File: src/rtl/mmio_uart_tx_if.sv
// rtl/mmio_uart_tx_if.sv - store/load bus bundle between the load/store unit and the UART transmitter
interface mmio_uart_tx_if;
   logic        we;
   logic [31:0] addr;
   logic [31:0] wdata;
   logic [31:0] rdata;

   modport master (output we, output addr, output wdata, input rdata);
   modport slave  (input we, input addr, input wdata, output rdata);
endinterface

File: src/rtl/mmio_uart_tx.sv
// rtl/mmio_uart_tx.sv - memory-mapped UART TX with byte FIFO; optional parity via UART_TX_PARITY_EN
module mmio_uart_tx #(
   parameter int unsigned CLK_DIV     = 1085,
   parameter int unsigned FIFO_DEPTH  = 16,
   parameter logic [31:0] TX_ADDR     = 32'h0000_F6FC,
   parameter logic [31:0] STATUS_ADDR = 32'h0000_F6F8
) (
   input  logic          clk,
   input  logic          rst,
   mmio_uart_tx_if.slave bus,
   output logic          uart_tx,
   output logic          busy
);

   localparam int PW = $clog2(FIFO_DEPTH);
   localparam int CW = PW + 1;
   localparam int BW = $clog2(CLK_DIV);
   localparam logic [CW-1:0] DEPTH_C   = CW'(FIFO_DEPTH);
   localparam logic [BW-1:0] BAUD_LAST = BW'(CLK_DIV - 1);

`ifdef UART_TX_PARITY_EN
   localparam logic PAR_EN = 1'b1;
   typedef enum logic [2:0] {IDLE, START, DATA, PARITY, STOP} state_t;
`else
   localparam logic PAR_EN = 1'b0;
   typedef enum logic [2:0] {IDLE, START, DATA, STOP} state_t;
`endif

   logic [7:0]    mem [FIFO_DEPTH];
   logic [PW-1:0] wr_ptr, rd_ptr;
   logic [CW-1:0] count;
   logic          overflow;
   logic          full, empty, push_req, push, drop, clr, pop;

   state_t        state, state_d;
   logic [BW-1:0] baud_cnt, baud_d;
   logic [2:0]    bit_cnt, bit_d;
   logic [7:0]    shreg, shreg_d;
   logic          par, par_d, tx_d;

   // wdata[31:8] is intentionally ignored; only the low byte is transmitted
   logic          unused_wdata;
   assign unused_wdata = ^bus.wdata[31:8];

   assign full     = (count == DEPTH_C);
   assign empty    = (count == '0);
   assign push_req = bus.we && (bus.addr == TX_ADDR);
   assign push     = push_req && !full;
   assign drop     = push_req && full;
   assign clr      = bus.we && (bus.addr == STATUS_ADDR);
   assign busy     = (state != IDLE) || !empty;

   // FIFO storage write; contents need no reset since count gates every read
   always_ff @(posedge clk) begin
      if (push) mem[wr_ptr] <= bus.wdata[7:0];
   end

   // FIFO pointers, occupancy and the sticky overflow flag (set beats clear)
   always_ff @(posedge clk) begin
      if (rst) begin
         wr_ptr   <= '0;
         rd_ptr   <= '0;
         count    <= '0;
         overflow <= 1'b0;
      end else begin
         if (push) wr_ptr <= wr_ptr + PW'(1);
         if (pop)  rd_ptr <= rd_ptr + PW'(1);
         case ({push, pop})
            2'b10:   count <= count + CW'(1);
            2'b01:   count <= count - CW'(1);
            default: count <= count;
         endcase
         if (drop)     overflow <= 1'b1;
         else if (clr) overflow <= 1'b0;
      end
   end

   // serializer state register; line output is registered and idles high
   always_ff @(posedge clk) begin
      if (rst) begin
         state    <= IDLE;
         baud_cnt <= '0;
         bit_cnt  <= '0;
         shreg    <= '0;
         par      <= 1'b0;
         uart_tx  <= 1'b1;
      end else begin
         state    <= state_d;
         baud_cnt <= baud_d;
         bit_cnt  <= bit_d;
         shreg    <= shreg_d;
         par      <= par_d;
         uart_tx  <= tx_d;
      end
   end

   // next-state, baud/bit counting, pop decision and the next line level
   always_comb begin
      state_d = state;
      baud_d  = baud_cnt + BW'(1);
      bit_d   = bit_cnt;
      shreg_d = shreg;
      par_d   = par;
      pop     = 1'b0;
      case (state)
         IDLE: begin
            baud_d = '0;
            if (!empty) begin
               pop     = 1'b1;
               shreg_d = mem[rd_ptr];
               par_d   = ^mem[rd_ptr];
               bit_d   = '0;
               state_d = START;
            end
         end
         START: begin
            if (baud_cnt == BAUD_LAST) begin
               baud_d  = '0;
               state_d = DATA;
            end
         end
         DATA: begin
            if (baud_cnt == BAUD_LAST) begin
               baud_d  = '0;
               shreg_d = shreg >> 1;
               if (bit_cnt == 3'd7) begin
`ifdef UART_TX_PARITY_EN
                  state_d = PARITY;
`else
                  state_d = STOP;
`endif
               end else begin
                  bit_d = bit_cnt + 3'd1;
               end
            end
         end
`ifdef UART_TX_PARITY_EN
         PARITY: begin
            if (baud_cnt == BAUD_LAST) begin
               baud_d  = '0;
               state_d = STOP;
            end
         end
`endif
         STOP: begin
            if (baud_cnt == BAUD_LAST) begin
               baud_d  = '0;
               state_d = IDLE;
            end
         end
         default: begin
            baud_d  = '0;
            state_d = IDLE;
         end
      endcase

      case (state_d)
         START:   tx_d = 1'b0;
         DATA:    tx_d = shreg_d[0];
`ifdef UART_TX_PARITY_EN
         PARITY:  tx_d = par_d;
`endif
         default: tx_d = 1'b1;
      endcase
   end

   // status word decode, combinational from addr over registered state
   always_comb begin
      bus.rdata = '0;
      if (bus.addr == STATUS_ADDR)
         bus.rdata = {27'b0, PAR_EN, overflow, busy, full, empty};
   end

endmodule

File: src/flat_wrapper.sv
// flat-port wrapper written by rule: the top's interface ports become plain ports
module mmio_uart_tx_flat 
#(
   parameter int unsigned CLK_DIV     = 1085,
   parameter int unsigned FIFO_DEPTH  = 16,
   parameter logic [31:0] TX_ADDR     = 32'h0000_F6FC,
   parameter logic [31:0] STATUS_ADDR = 32'h0000_F6F8
)
  (clk, rst, uart_tx, busy, bus_we, bus_addr, bus_wdata, bus_rdata);
  mmio_uart_tx_if bus_i ();
  input  logic clk;
  input  logic rst;
  output logic uart_tx;
  output logic busy;
  input wire logic [$bits(bus_i.we)-1:0] bus_we;
  input wire logic [$bits(bus_i.addr)-1:0] bus_addr;
  input wire logic [$bits(bus_i.wdata)-1:0] bus_wdata;
  output wire logic [$bits(bus_i.rdata)-1:0] bus_rdata;
  assign bus_i.we = bus_we;
  assign bus_i.addr = bus_addr;
  assign bus_i.wdata = bus_wdata;
  assign bus_rdata = bus_i.rdata;
  mmio_uart_tx #(.CLK_DIV(CLK_DIV), .FIFO_DEPTH(FIFO_DEPTH), .TX_ADDR(TX_ADDR), .STATUS_ADDR(STATUS_ADDR)) u_core (.clk(clk), .rst(rst), .bus(bus_i), .uart_tx(uart_tx), .busy(busy));
endmodule
File: config.mk
export PLATFORM = sky130hd
export DESIGN_NAME = mmio_uart_tx_flat
export DESIGN_NICKNAME = d
export VERILOG_FILES = /design/src/rtl/mmio_uart_tx_if.sv /design/src/rtl/mmio_uart_tx.sv /design/src/flat_wrapper.sv
export SDC_FILE = /design/constraint.sdc
export NUM_CORES = 1
export LEC_CHECK = 0
export CORE_UTILIZATION = 49
export DETAILED_ROUTE_END_ITERATION = 7
export PLACE_DENSITY = 0.72
export SLEW_MARGIN = 30
export SYNTH_ARGS = -nofsm -noshare
export SYNTH_HDL_FRONTEND = slang
export SYNTH_SLANG_ARGS = --single-unit
File: constraint.sdc
create_clock -name clk -period 4.7 [get_ports clk]
set_input_delay 1.175 -clock clk [delete_from_list [all_inputs] [get_ports clk]]
set_output_delay 1.175 -clock clk [all_outputs]
set_load 0.05 [all_outputs]
==> impl_summary.log <==
INFO  metric seq_power_share = 52.2%
INFO  metric drtPass1Iterations = 4
INFO  metric io_buffers = 48
INFO  metric layout-drive-gt1-share = 17.98%
INFO  metric timing.max_cap.violations = 0
INFO  metric post_synth_num_cell_types = 49
INFO  metric drtIter0Drc = 327
INFO  metric synthArstFlopShare = 0%
INFO  metric cts_made_buffers = 17
INFO  metric synthesis.area = 7243 µm²
INFO  metric design_power = 0.003120 W
INFO  metric finalNetCount = 640
INFO  metric leakage = 2.878 nW
INFO  metric synth_flop_cell = sky130_fd_sc_hd__edfxtp_1
INFO  metric ys_top_cells_by_area = sky130_fd_sc_hd__edfxtp_1 53%, sky130_fd_sc_hd__dfxtp_1 12%, sky130_fd_sc_hd__mux4_2 9.9%, sky130_fd_sc_hd__buf_4 3.0%, sky130_fd_sc_hd__nor2_1 2.5%
INFO  metric worst-setup-path-type = in -> out
INFO  metric cts.htree.levels = 4
INFO  metric grt_pass1_wl = 21.04 mm
INFO  metric routabilityCongestion = 0.8158
INFO  metric area_growth = 18.55%
INFO  metric path_clk_slew = 60 ps
INFO  metric dpl.hpwl = 9.067 mm
INFO  metric synth-seq-cells = 172
INFO  metric slew_violations = 0
INFO  metric tritoncts_num_sinks = 172
INFO  metric grt_start_max_net_pins = 33
INFO  metric clock_power_share = 44.3%
INFO  metric hold-worst-slack = 487.0 ps
INFO  metric cts_setup_buffers = 0
INFO  metric insertion_delay = 430 ps
INFO  metric hold_violations = 0
INFO  metric cell_internal_pwr = 0.002418 W
INFO  metric die_height = 123.6 µm
INFO  metric fin_worst_skew = 7.378 ps
INFO  metric drt_wl_total = 13.76 mm
INFO  metric synth_warnings = 0
INFO  metric floorplan.rows = 44
INFO  metric initial_utilization = 50.03%
INFO  metric hold_path.class = reg -> reg
INFO  metric highest_achievable_clock_rate = 216.6 MHz
INFO  metric outcome = completed
INFO  metric final-setup-viol-count = 0
INFO  metric synth.cells.most_frequent = 128 x sky130_fd_sc_hd__edfxtp_1, 49 x sky130_fd_sc_hd__nor2_1, 44 x sky130_fd_sc_hd__dfxtp_1, 32 x sky130_fd_sc_hd__mux4_2, 29 x sky130_fd_sc_hd__buf_4
INFO  metric synth.top_cell.area_share = 53.07%
INFO  metric dpl_cells = 725
INFO  metric drcViolationCount = 0
INFO  metric start_kind = input pin
INFO  metric final_antenna_net_count = 0
INFO  metric tritoncts = done
INFO  metric sw_frac_of_total = 22.51%
INFO  metric die_width = 123.6 µm
INFO  metric grt_setup_unrepaired = no
INFO  metric syn_avg_cell_area = 14.81 µm²
INFO  metric synth.yosys.seq_area_share = 65.23%
INFO  metric yosysMostFrequentCell = sky130_fd_sc_hd__edfxtp_1
INFO  metric io_pins = 101
INFO  metric max-clock-path-buffers = 2
INFO  metric path_max_fanout = 4
INFO  metric first_global_vias = 4037
INFO  metric post_route_minimum_period = 4616 ps
INFO  metric library_cell_with_the_largest_summed_area_after_synthesis = sky130_fd_sc_hd__edfxtp_1
INFO  metric coreArea = 14480 µm²
INFO  metric worst_path_required_time = 3520 ps
INFO  metric clock-root-buffer = sky130_fd_sc_hd__clkbuf_16
INFO  metric finish.utilization = 59.31%
INFO  metric power.switching = 0.0007022 W
INFO  metric worst_pin_slew = 789.3 ps
INFO  metric vdd.ir_drop.worst = 0.3735 mV
INFO  metric netlist_instances = 489
INFO  metric overall_fraction_of_global_route_tracks_in_use = 19.22%
INFO  metric ctsHoldBuffers = 0
INFO  metric number_of_synthesized_flops_with_an_enable_pin = 128
INFO  metric routedWlPerCell = 18.18 µm
INFO  metric finish.instance_area = 8587 µm²
INFO  metric max_slew_margin = 47.15%
INFO  metric power_density = 363.3 nW/µm²
INFO  metric stdcell_count = 757
INFO  metric detail_route.vias_per_cell = 5.522
INFO  metric critPathArrivalTime = 3440 ps
INFO  metric antenna_cells_inserted = 0
INFO  metric dieArea = 15270 µm²
INFO  metric dpl-instance-area = 7995 µm²
INFO  metric setup.worst_path.end_class = output pin
INFO  metric power_frac_comb = 3.6%
INFO  metric grt_antenna_before_repair = 0
INFO  metric grt.overflow.total = 0
INFO  metric route.vias.total = 4180
INFO  metric min_period_over_period = 98.22%
[critical path, cell delays in order]
cell	delay [ps]
sky130_fd_sc_hd__clkdlybuf4s50_1	390
sky130_fd_sc_hd__or4b_1	530
sky130_fd_sc_hd__or4_4	520
sky130_fd_sc_hd__or3_1	440
sky130_fd_sc_hd__nor2_1	210
sky130_fd_sc_hd__buf_12	170
[through the flow]
stage / TNS (ps) / setup WS, ps
global route: 0 / 0.6042
finish: 0 / 83.55
detailed placement: -57.32 / -57.32
CTS: 0 / 55.82
global placement: -18.14 / -18.14
floorplan: 0 / 134.4
[timing repair]
item / in CTS / in global routing
hold endpoints to repair: 0 / 0
gates resized for setup: 0 / 1
setup endpoints to repair: 0 / 1
[power groups by stage]
stage	Combinational (W)	Clock, W	Sequential (W)
after floorplan	0.0000756	0	0.00166
after global placement	0.000108	0	0.00166
after detailed placement	0.000110	0	0.00166
after CTS	0.000111	0.00140	0.00163
after global routing	0.000119	0.00146	0.00163
final	0.000111	0.00138	0.00163
[metal layers]
metal / share of wire, % / global-route usage (%) / up-vias / wire (µm)
met5: 0 / 0 / - / 0
met4: 1.5 / 6.325 / 0 / 211
met3: 6.5 / 5.403 / 23 / 901
met2: 49 / 31.87 / 145 / 6790
met1: 43 / 24.37 / 2067 / 5861
li1: - / - / 1945 / -
[registers in the layout, summed over array words and instances, names as in the netlist, named ones only]
name             flops
u_core.mem         128
u_core.count         5
u_core.rd_ptr        4
u_core.state         3
u_core.overflow      1
u_core.shreg         8
u_core.uart_tx       1
u_core.wr_ptr        4
u_core.baud_cnt     11
u_core.bit_cnt       3
[area by class of cell]
type,count,area [µm²]
Clock buffer,17,425.4
Clock inverter,15,162.7
Fill cell,1081,5892
Inverter,11,41.29
Multi-Input combinational cell,286,2298
Sequential cell,172,4728
Tap cell,184,230.2
Timing Repair Buffer,72,700.7
[cell families after synthesis]
kind of cell             share of synthesized area (%)
AND/OR/NAND/NOR                                  9.432
adder cells (fa/ha/maj)                          2.246
multiplexers                                     11.83
other                                          0.05177
flip-flops                                       65.23
XOR/XNOR                                         2.297
buffers and inverters                            4.612
AO/OA/AOI/OAI                                    4.301
[final timing paths]
check | slack, ps | end | start | cells past startpoint
worst max-delay path | 80 | bus_rdata[3] | bus_addr[1] | 6
worst min-delay path | 490 | u_core.baud_cnt[0]$_SDFF_PP0_ | u_core.baud_cnt[0]$_SDFF_PP0_ | 1
worst min register to register | 490 | u_core.baud_cnt[0]$_SDFF_PP0_ | u_core.baud_cnt[0]$_SDFF_PP0_ | 1
worst max register to register | 1490 | u_core.count[4]$_SDFFE_PP0P_ | u_core.count[1]$_SDFFE_PP0P_ | 10
[cells in the final DEF (no fill, tap or decap), types with 8 or more instances in the layout]
master / count
sky130_fd_sc_hd__clkbuf_16: 17
sky130_fd_sc_hd__edfxtp_1: 128
sky130_fd_sc_hd__o21ai_0: 8
sky130_fd_sc_hd__buf_4: 24
sky130_fd_sc_hd__conb_1: 29
sky130_fd_sc_hd__ha_1: 13
sky130_fd_sc_hd__nand3_1: 8
sky130_fd_sc_hd__mux2i_1: 8
sky130_fd_sc_hd__nor3_1: 11
sky130_fd_sc_hd__mux4_2: 32
sky130_fd_sc_hd__clkdlybuf4s50_1: 44
sky130_fd_sc_hd__xor2_1: 12
sky130_fd_sc_hd__a22oi_1: 13
sky130_fd_sc_hd__inv_1: 11
sky130_fd_sc_hd__nor2_1: 49
sky130_fd_sc_hd__nand2_1: 20
sky130_fd_sc_hd__dfxtp_1: 43
(Power assumes the default switching activity.)
